$ cat config.mk
export PLATFORM = sky130hd
export DESIGN_NAME = hit_life_manager
export DESIGN_NICKNAME = d
export VERILOG_FILES = /design/src/rtl/hit_life_manager.sv
export SDC_FILE = /design/constraint.sdc
export NUM_CORES = 1
export LEC_CHECK = 0
export CORE_UTILIZATION = 50
export CTS_CLUSTER_SIZE = 24
export DETAILED_ROUTE_END_ITERATION = 8
export PLACE_DENSITY_LB_ADDON = 0.3
export SYNTH_ARGS = -nofsm -noshare
export SYNTH_HDL_FRONTEND = slang
export SYNTH_SLANG_ARGS = --single-unit
$ cat constraint.sdc
create_clock -name clk -period 2.5 [get_ports clk]
set_clock_uncertainty 0.1 [all_clocks]
set_input_delay 0.5 -clock clk [delete_from_list [all_inputs] [get_ports clk]]
set_output_delay 0.5 -clock clk [all_outputs]
set_load 0.005 [all_outputs]
$ cat src/rtl/hit_life_manager.sv
// hit_life_manager: converts collision pulses into lives, score,
// invulnerability window and overall play state for Bumpy.
module hit_life_manager #(
  parameter int unsigned START_LIVES   = 3,
  parameter int unsigned GIFT_POINTS   = 10,
  parameter int unsigned SCORE_MAX     = 999,
  parameter int unsigned INVULN_FRAMES = 60,
  parameter int unsigned BLINK_BIT     = 2
) (
  input  logic       clk,
  input  logic       resetN,
  input  logic       startOfFrame,
  input  logic       SingleHitPulse,
  input  logic       giftHit,
  input  logic       startKey,
  output logic [2:0] lives,
  output logic [9:0] score,
  output logic [1:0] gameState,
  output logic       freeze,
  output logic       blink,
  output logic       lifeLostPulse,
  output logic       giftPulse
);

  typedef enum logic [1:0] {
    S_IDLE   = 2'd0,
    S_PLAY   = 2'd1,
    S_INVULN = 2'd2,
    S_OVER   = 2'd3
  } state_t;

  localparam logic [2:0]  LIVES_INIT = 3'(START_LIVES);
  localparam logic [10:0] GIFT_ADD   = 11'(GIFT_POINTS);
  localparam logic [10:0] SMAX       = 11'(SCORE_MAX);
  localparam logic [7:0]  INV_INIT   = 8'(INVULN_FRAMES);

  state_t     state_q, state_d;
  logic [2:0] lives_q, lives_d;
  logic [9:0] score_q, score_d;
  logic [7:0] inv_cnt_q, inv_cnt_d;
  logic       freeze_q, freeze_d;
  logic       blink_q, blink_d;
  logic       lost_q, lost_d;
  logic       gift_q, gift_d;

  logic [10:0] score_sum;
  logic [9:0]  score_gift;
  logic        gift_ev;
  logic        haz_ev;

  // Saturating gift score, wide enough that the sum never wraps.
  always_comb begin
    score_sum  = {1'b0, score_q} + GIFT_ADD;
    score_gift = (score_sum > SMAX) ? SMAX[9:0] : score_sum[9:0];
    gift_ev    = SingleHitPulse & giftHit;
    haz_ev     = SingleHitPulse & ~giftHit;
  end

  // Next-state and registered-output logic for the play state machine.
  always_comb begin
    state_d   = state_q;
    lives_d   = lives_q;
    score_d   = score_q;
    inv_cnt_d = inv_cnt_q;
    lost_d    = 1'b0;
    gift_d    = 1'b0;
    unique case (state_q)
      S_IDLE, S_OVER: begin
        if (startKey) begin
          state_d = S_PLAY;
          lives_d = LIVES_INIT;
          score_d = '0;
        end
      end
      S_PLAY: begin
        if (gift_ev) begin
          score_d = score_gift;
          gift_d  = 1'b1;
        end else if (haz_ev) begin
          lost_d = 1'b1;
          if (lives_q <= 3'd1) begin
            lives_d = '0;
            state_d = S_OVER;
          end else begin
            lives_d   = lives_q - 3'd1;
            inv_cnt_d = INV_INIT;
            state_d   = S_INVULN;
          end
        end
      end
      S_INVULN: begin
        if (gift_ev) begin
          score_d = score_gift;
          gift_d  = 1'b1;
        end
        if (startOfFrame) begin
          inv_cnt_d = inv_cnt_q - 8'd1;
          if (inv_cnt_q <= 8'd1) begin
            inv_cnt_d = '0;
            state_d   = S_PLAY;
          end
        end
      end
      default: state_d = S_IDLE;
    endcase
    freeze_d = (state_d == S_IDLE) || (state_d == S_OVER);
    blink_d  = (state_d == S_INVULN) ? inv_cnt_d[BLINK_BIT] : 1'b0;
  end

  // State and output registers.
  always_ff @(posedge clk or negedge resetN) begin
    if (!resetN) begin
      state_q   <= S_IDLE;
      lives_q   <= LIVES_INIT;
      score_q   <= '0;
      inv_cnt_q <= '0;
      freeze_q  <= 1'b1;
      blink_q   <= 1'b0;
      lost_q    <= 1'b0;
      gift_q    <= 1'b0;
    end else begin
      state_q   <= state_d;
      lives_q   <= lives_d;
      score_q   <= score_d;
      inv_cnt_q <= inv_cnt_d;
      freeze_q  <= freeze_d;
      blink_q   <= blink_d;
      lost_q    <= lost_d;
      gift_q    <= gift_d;
    end
  end

  assign lives         = lives_q;
  assign score         = score_q;
  assign gameState     = state_q;
  assign freeze        = freeze_q;
  assign blink         = blink_q;
  assign lifeLostPulse = lost_q;
  assign giftPulse     = gift_q;

endmodule

### Word level (Yosys, flattened, before mapping)

Index checks and enable logic that the tools add are counted.

* bitwise operators: 3
* reduce and logical (&&, ||, !) cells: 10
* equal/unequal tests: 11
* magnitude comparators: 3
* muxes and demuxes: 28
* $add $sub $neg: 3

Operators with widths (number)
* 8-bit 2-to-1 mux: 5
* 10-bit 2-to-1 mux: 3
* 10-bit case mux with 2 select lines: 1
* 8-bit case mux with 2 select lines: 1
* 3-bit 2-to-1 mux: 4
* 10-bit by 4-bit adder with 11-bit output (second input constant): 1
* 11-bit by 10-bit > comparator with 1-bit output (second input constant): 1
* 2-bit 2-to-1 mux: 5
* 2-bit != test (second input constant): 5
* 2-bit equality test (second input constant): 4
* 8-bit by 1-bit <= comparator with 1-bit output (second input constant): 1
* 8-bit by 1-bit subtractor with 8-bit output (second input constant): 1
* 1-bit 2-to-1 mux: 7
* 2-bit case mux with 3 select lines: 1
* 3-bit case mux with 2 select lines: 1
* 5-bit AND reduction: 1
* 2-bit zero test: 2
* 4-bit AND reduction: 1
* 2-bit nonzero test: 2
* 2-bit OR reduction: 2
* 3-bit by 1-bit <= comparator with 1-bit output (second input constant): 1
* 3-bit by 1-bit subtractor with 3-bit output (second input constant): 1
* 1-bit bitwise AND: 2
* 2-bit by 1-bit equality test with 1-bit output (second input constant): 1
* 4 further kinds: 4

* output and inout port bits: 19
* logic and storage cells: 67
* flip-flop bits (word level): 27

### Depth between registers and ports, before layout

* word-level depth: 7
* depth in mapped cells: 10
* mapped depth without buffers: 10

### Least setup slack after synthesis

No wires, ideal clock.

* path type: flip-flop to flip-flop
* from: register score_q[1] (netlist: score[1])
* to: register score_q[3] (netlist: score[3])
* data arrival time: 1.874 ns
* setup slack: 0.399 ns
* stages on the path, launching flop included: 9
* library setup time: 0.127 ns
* path buffers: 1
* path through: dfrtp_1 > ha_1 > buf_6 > xor2_1 > a2111oi_1 > o211ai_2 > nand3_2 > a21oi_1 > or2_2

* cells in the longest elaborated chain, start to end: 5

RTL lines
* from (decl): RTL line 39 `logic [9:0] score_q, score_d;`
* from (signal assigned): RTL line 124 `score_q <= score_d;`
* 10-bit by 4-bit adder with 11-bit output (*): RTL line 53 `score_sum = {1'b0, score_q} + GIFT_ADD;`
* 11-bit by 10-bit > comparator with 1-bit output: RTL line 54 `score_gift = (score_sum > SMAX) ? SMAX[9:0] : score_sum[9:0];`
* 10-bit 2-to-1 mux (*): RTL line 54
* 10-bit 2-to-1 mux (*): RTL line 76, 92
* 10-bit case mux with 2 select lines (*): RTL line 67 `unique case (state_q)`

Every way passes the cells marked *; elsewhere a longest branch is shown, timed or not. The select of a mux whose other input is x is not followed.
A chain may end at the register's enable or synchronous reset.

### Final worst setup path

* from: register score_q[1] (netlist: score[1])
* to: register score_q[8] (netlist: score[8])

Same word-level chain as after synthesis.

==> impl_summary.log <==
[metrics] status: finished, final reports clean
[metrics] filler instances: 286
[metrics] cell count after synthesis: 200
[metrics] transition time at the pin with the least slew margin: 0.6066 ns
[metrics] leakage power: 0.8830 nW
[metrics] overall routed net length: roughly 4.2 mm
[metrics] Initial DRC Count: 133
[metrics] Final GP Congestion: 0.8323
[metrics] Max Clock Freq: ~440 MHz
[metrics] clk_lat worst skew: 0.34 ns
[metrics] estimated wirelength of the detail-placed design: 2.972 mm
[metrics] reg2reg end: score[8]
[metrics] sequential area share after synthesis: 39.32%
[metrics] buffer count from post-CTS setup fixing: 0
[metrics] global-route total usage across every layer: about a quarter
[metrics] sum of negative setup slack: 0 ns
[metrics] portion of total power attributed to sequential cells: 34.0%
[metrics] final hold slack: 0.3859 ns
[metrics] TritonCTS Buffers: 3
[metrics] initial antenna violation count: 0
[metrics] part of the power in the clock network: 9.1%
[metrics] RSZ-0062 raised after global routing: no
[metrics] sequential cell area: 680.7 um2
[metrics] ratio of total power to cell area: between 1000 and 1500 nW/um2
[metrics] Setup violations, final: 0
[metrics] maxcap violations: 0
[metrics] detailed-router iteration count before antenna repair: 4
[metrics] crit path capture: score[8]
[metrics] number of H-tree levels: 1
[metrics] CTS tree: done
[metrics] Netlist cell types: 45
[metrics] Net Count, Synth: 215
[metrics] kind of start point of the critical path: flop
[metrics] IR drop worst, VDD: 0.4675 mV
[metrics] Core Util, Final: 65.04%
[metrics] antenna-violating nets left: 0
[metrics] fraction of synthesis flops using an asynchronous set or reset pin: 100.0%
[metrics] Buffers on Ports: 24
[metrics] min Tclk post-route: 2.284 ns
[metrics] net switching fraction of the power: 45.53%
[metrics] Root Driver: sky130_fd_sc_hd__clkbuf_4
[metrics] post-synth top area cell: sky130_fd_sc_hd__dfrtp_1
[metrics] core area: 3153 um2
[metrics] Worst slew margin: roughly three fifths
[metrics] vias per std cell: 6.033
[metrics] required arrival time at the worst endpoint: 2.61 ns
[metrics] maximum root-to-sink buffer count: 2
[metrics] number of standard-cell rows in the floorplan: 20
[metrics] area of the mapped netlist: 1728 um2
[metrics] top-area cell type share of the netlist area: between 30% and 40%
[metrics] Vias: roughly 1600
[metrics] number of remaining DRC errors: 0
[metrics] launch point of the worst reg-to-reg path: score[1]
[metrics] wire length of the first global-routing pass: 6.996 mm
[metrics] ports placed on the boundary: 25
[metrics] worst reg2reg setup slack: 0.22 ns
[metrics] starting utilization of the core area: 54.80%
[metrics] #FFs+latches synth: 27
[metrics] maximum number of pins on one net before global-route repair: 28
[metrics] min-delay src: inv_cnt_q[7]
[metrics] number of enable flip-flop cells after synthesis: 0
[metrics] prevailing post-synth register cell: sky130_fd_sc_hd__dfrtp_1
[metrics] combinational share of power: 56.9%
[metrics] Final Hold Viols: 0
[metrics] synth warn: 0
[metrics] layout cells sized above 1: 11.06%
[metrics] area of the die: 3695 um2
[metrics] total grt overflow: 0
[metrics] length in cells of the worst reg-to-reg path: 8
[metrics] average routed wire per standard cell: ~15 um
[metrics] Final Cycle Share: 91.37%
[metrics] number of antenna repair diodes: 0
[metrics] largest cells by area after synthesis: sky130_fd_sc_hd__dfrtp_1 (35%), sky130_fd_sc_hd__ha_1 (6.5%), sky130_fd_sc_hd__o21ai_0 (6.1%), sky130_fd_sc_hd__nand2_1 (5.4%), sky130_fd_sc_hd__dfstp_2 (4.6%)
[metrics] sink count of the clock tree: 27
[metrics] Max FO, Critical Path: 7
[metrics] Die Wd: 60.79 um
[metrics] syn avg cell area: about 8.6 um2
[metrics] net count reported at finish: approximately 240
[metrics] critical path arrival: 2.39 ns
[metrics] Crit. End Element: flop
[metrics] worst min-delay path category: flop to flop
[metrics] area added between synthesis and finish: 18.68%
[metrics] cell-internal power: 1.194 mW
[metrics] CTS clock-pin slew for the worst setup and hold paths: 0.15 ns
[metrics] count of pins over their slew limit: 0
[metrics] Net Sw Power: 998.0 uW
[metrics] crit path from: score[1]
[metrics] area of combinational cells with multiple inputs: between 900 and 1000 um2
[metrics] number of global-route vias before repair: 1554
[metrics] Setup Crit Path Kind: flop to flop
[metrics] overall die height: approximately 61 um
[critical path, stage by stage (launching register included)]
cell and delay, ns:
sky130_fd_sc_hd__dfrtp_2 0.46, sky130_fd_sc_hd__inv_1 0.06, sky130_fd_sc_hd__ha_1 0.30, sky130_fd_sc_hd__o211ai_1 0.29
sky130_fd_sc_hd__a311oi_1 0.19, sky130_fd_sc_hd__o211ai_2 0.21, sky130_fd_sc_hd__nand3_2 0.12, sky130_fd_sc_hd__nand2_1 0.23
sky130_fd_sc_hd__o311ai_0 0.19
[final cells by class]
| type | count | area share (%) |
|---|---|---|
| Clock buffer | 4 | 1.281 |
| Inverter | 14 | 2.563 |
| Multi-Input combinational cell | 152 | 46.74 |
| Sequential cell | 27 | 33.19 |
| Tap cell | 44 | 2.685 |
| Timing Repair Buffer | 29 | 13.54 |
[layout by cell type, fill, tap and decap left out, types with 3 or more instances in the layout]
master,count
sky130_fd_sc_hd__ha_1,9
sky130_fd_sc_hd__buf_4,5
sky130_fd_sc_hd__o21ai_0,21
sky130_fd_sc_hd__inv_1,14
sky130_fd_sc_hd__a211oi_1,3
sky130_fd_sc_hd__o31ai_1,4
sky130_fd_sc_hd__a31oi_1,7
sky130_fd_sc_hd__or2_2,4
sky130_fd_sc_hd__dfrtp_1,23
sky130_fd_sc_hd__clkbuf_4,3
sky130_fd_sc_hd__o211ai_1,4
sky130_fd_sc_hd__nor3_1,4
sky130_fd_sc_hd__a21oi_1,12
sky130_fd_sc_hd__and3_1,3
sky130_fd_sc_hd__nor2_1,15
sky130_fd_sc_hd__clkdlybuf4s50_1,24
sky130_fd_sc_hd__dfstp_2,3
sky130_fd_sc_hd__nand3_1,4
sky130_fd_sc_hd__o311ai_0,3
sky130_fd_sc_hd__nand2_1,25
sky130_fd_sc_hd__nor2b_1,3
[synth_stat cells, types with 3 or more instances]
library cell,n
sky130_fd_sc_hd__nor2b_1,3
sky130_fd_sc_hd__a21oi_1,13
sky130_fd_sc_hd__nand3_1,4
sky130_fd_sc_hd__ha_1,9
sky130_fd_sc_hd__inv_1,14
sky130_fd_sc_hd__a211oi_1,3
sky130_fd_sc_hd__o311ai_0,3
sky130_fd_sc_hd__o21ai_0,21
sky130_fd_sc_hd__and3_1,3
sky130_fd_sc_hd__a31oi_1,7
sky130_fd_sc_hd__clkbuf_1,5
sky130_fd_sc_hd__nor3_1,4
sky130_fd_sc_hd__or2_2,4
sky130_fd_sc_hd__nor2_1,15
sky130_fd_sc_hd__o31ai_1,4
sky130_fd_sc_hd__o211ai_1,4
sky130_fd_sc_hd__nand2_1,25
sky130_fd_sc_hd__dfrtp_1,24
sky130_fd_sc_hd__dfstp_2,3
[registers in the layout, indices dropped and copies added, names as in the netlist]
signal / cells
lifeLostPulse: 1
gameState: 2
giftPulse: 1
lives: 3
score: 10
freeze: 1
blink: 1
inv_cnt_q: 8
[per-layer routing]
metal / global-route usage (%) / up-vias / wire (um)
met5: 0 / - / 0
met2: 40.03 / 47 / 1986
met1: 35.48 / 801 / 1922
met3: 2.985 / 7 / 191
li1: - / 774 / -
met4: 9.091 / 0 / 50
[kinds of logic (layout without fill, tap and decap cells)]
| group | Yosys count | in the layout | synth area share [%] |
|---|---|---|---|
| multiplexers | 1 | 1 | 0.5793 |
| AO/OA/AOI/OAI | 71 | 71 | 26.86 |
| adder cells (fa/ha/maj) | 9 | 9 | 6.517 |
| buffers and inverters | 21 | 47 | 5.431 |
| flip-flops | 27 | 27 | 39.32 |
| XOR/XNOR | 3 | 3 | 1.521 |
| AND/OR/NAND/NOR | 68 | 68 | 19.77 |
[power groups by stage]
stage	registers [mW]	clock network (mW)	logic, mW
global route	0.767	0.217	1.40
CTS	0.741	0.201	1.23
detailed placement	0.746	0	1.23
finish	0.746	0.199	1.25
global placement	0.736	0	1.18
floorplan	0.715	0	0.824
[through the flow]
stage / instance area, um2 / instances / setup slack [ns] / power, mW
final: 2051 / 270 / 0.2157 / 2.192
after global routing: 2051 / 270 / 0.03935 / 2.384
after CTS: 2046 / 270 / 0.1738 / 2.177
after detailed placement: 2019 / 266 / 0.06949 / 1.971
after global placement: 2019 / 266 / 0.2090 / 1.914
after floorplan: 1728 / 200 / 0.3988 / 1.539
[worst min path at each step]
| stage | to | slack [ns] | cells past startpoint |
|---|---|---|---|
| after global placement | inv_cnt_q[7] | 0.37 | 1 |
| after floorplan | blink | 0.10 | 0 |
| after CTS | inv_cnt_q[7] | 0.39 | 1 |
| final | inv_cnt_q[7] | 0.39 | 1 |
| after global routing | inv_cnt_q[7] | 0.41 | 1 |
| after detailed placement | inv_cnt_q[7] | 0.37 | 1 |
[repair_timing]
| action | CTS | global route |
|---|---|---|
| hold buffers | 0 | 0 |
| endpoints found under the setup margin | 0 | 4 |
| resized for setup | 0 | 2 |
No activity file was read; power rests on OpenSTA's default activity.
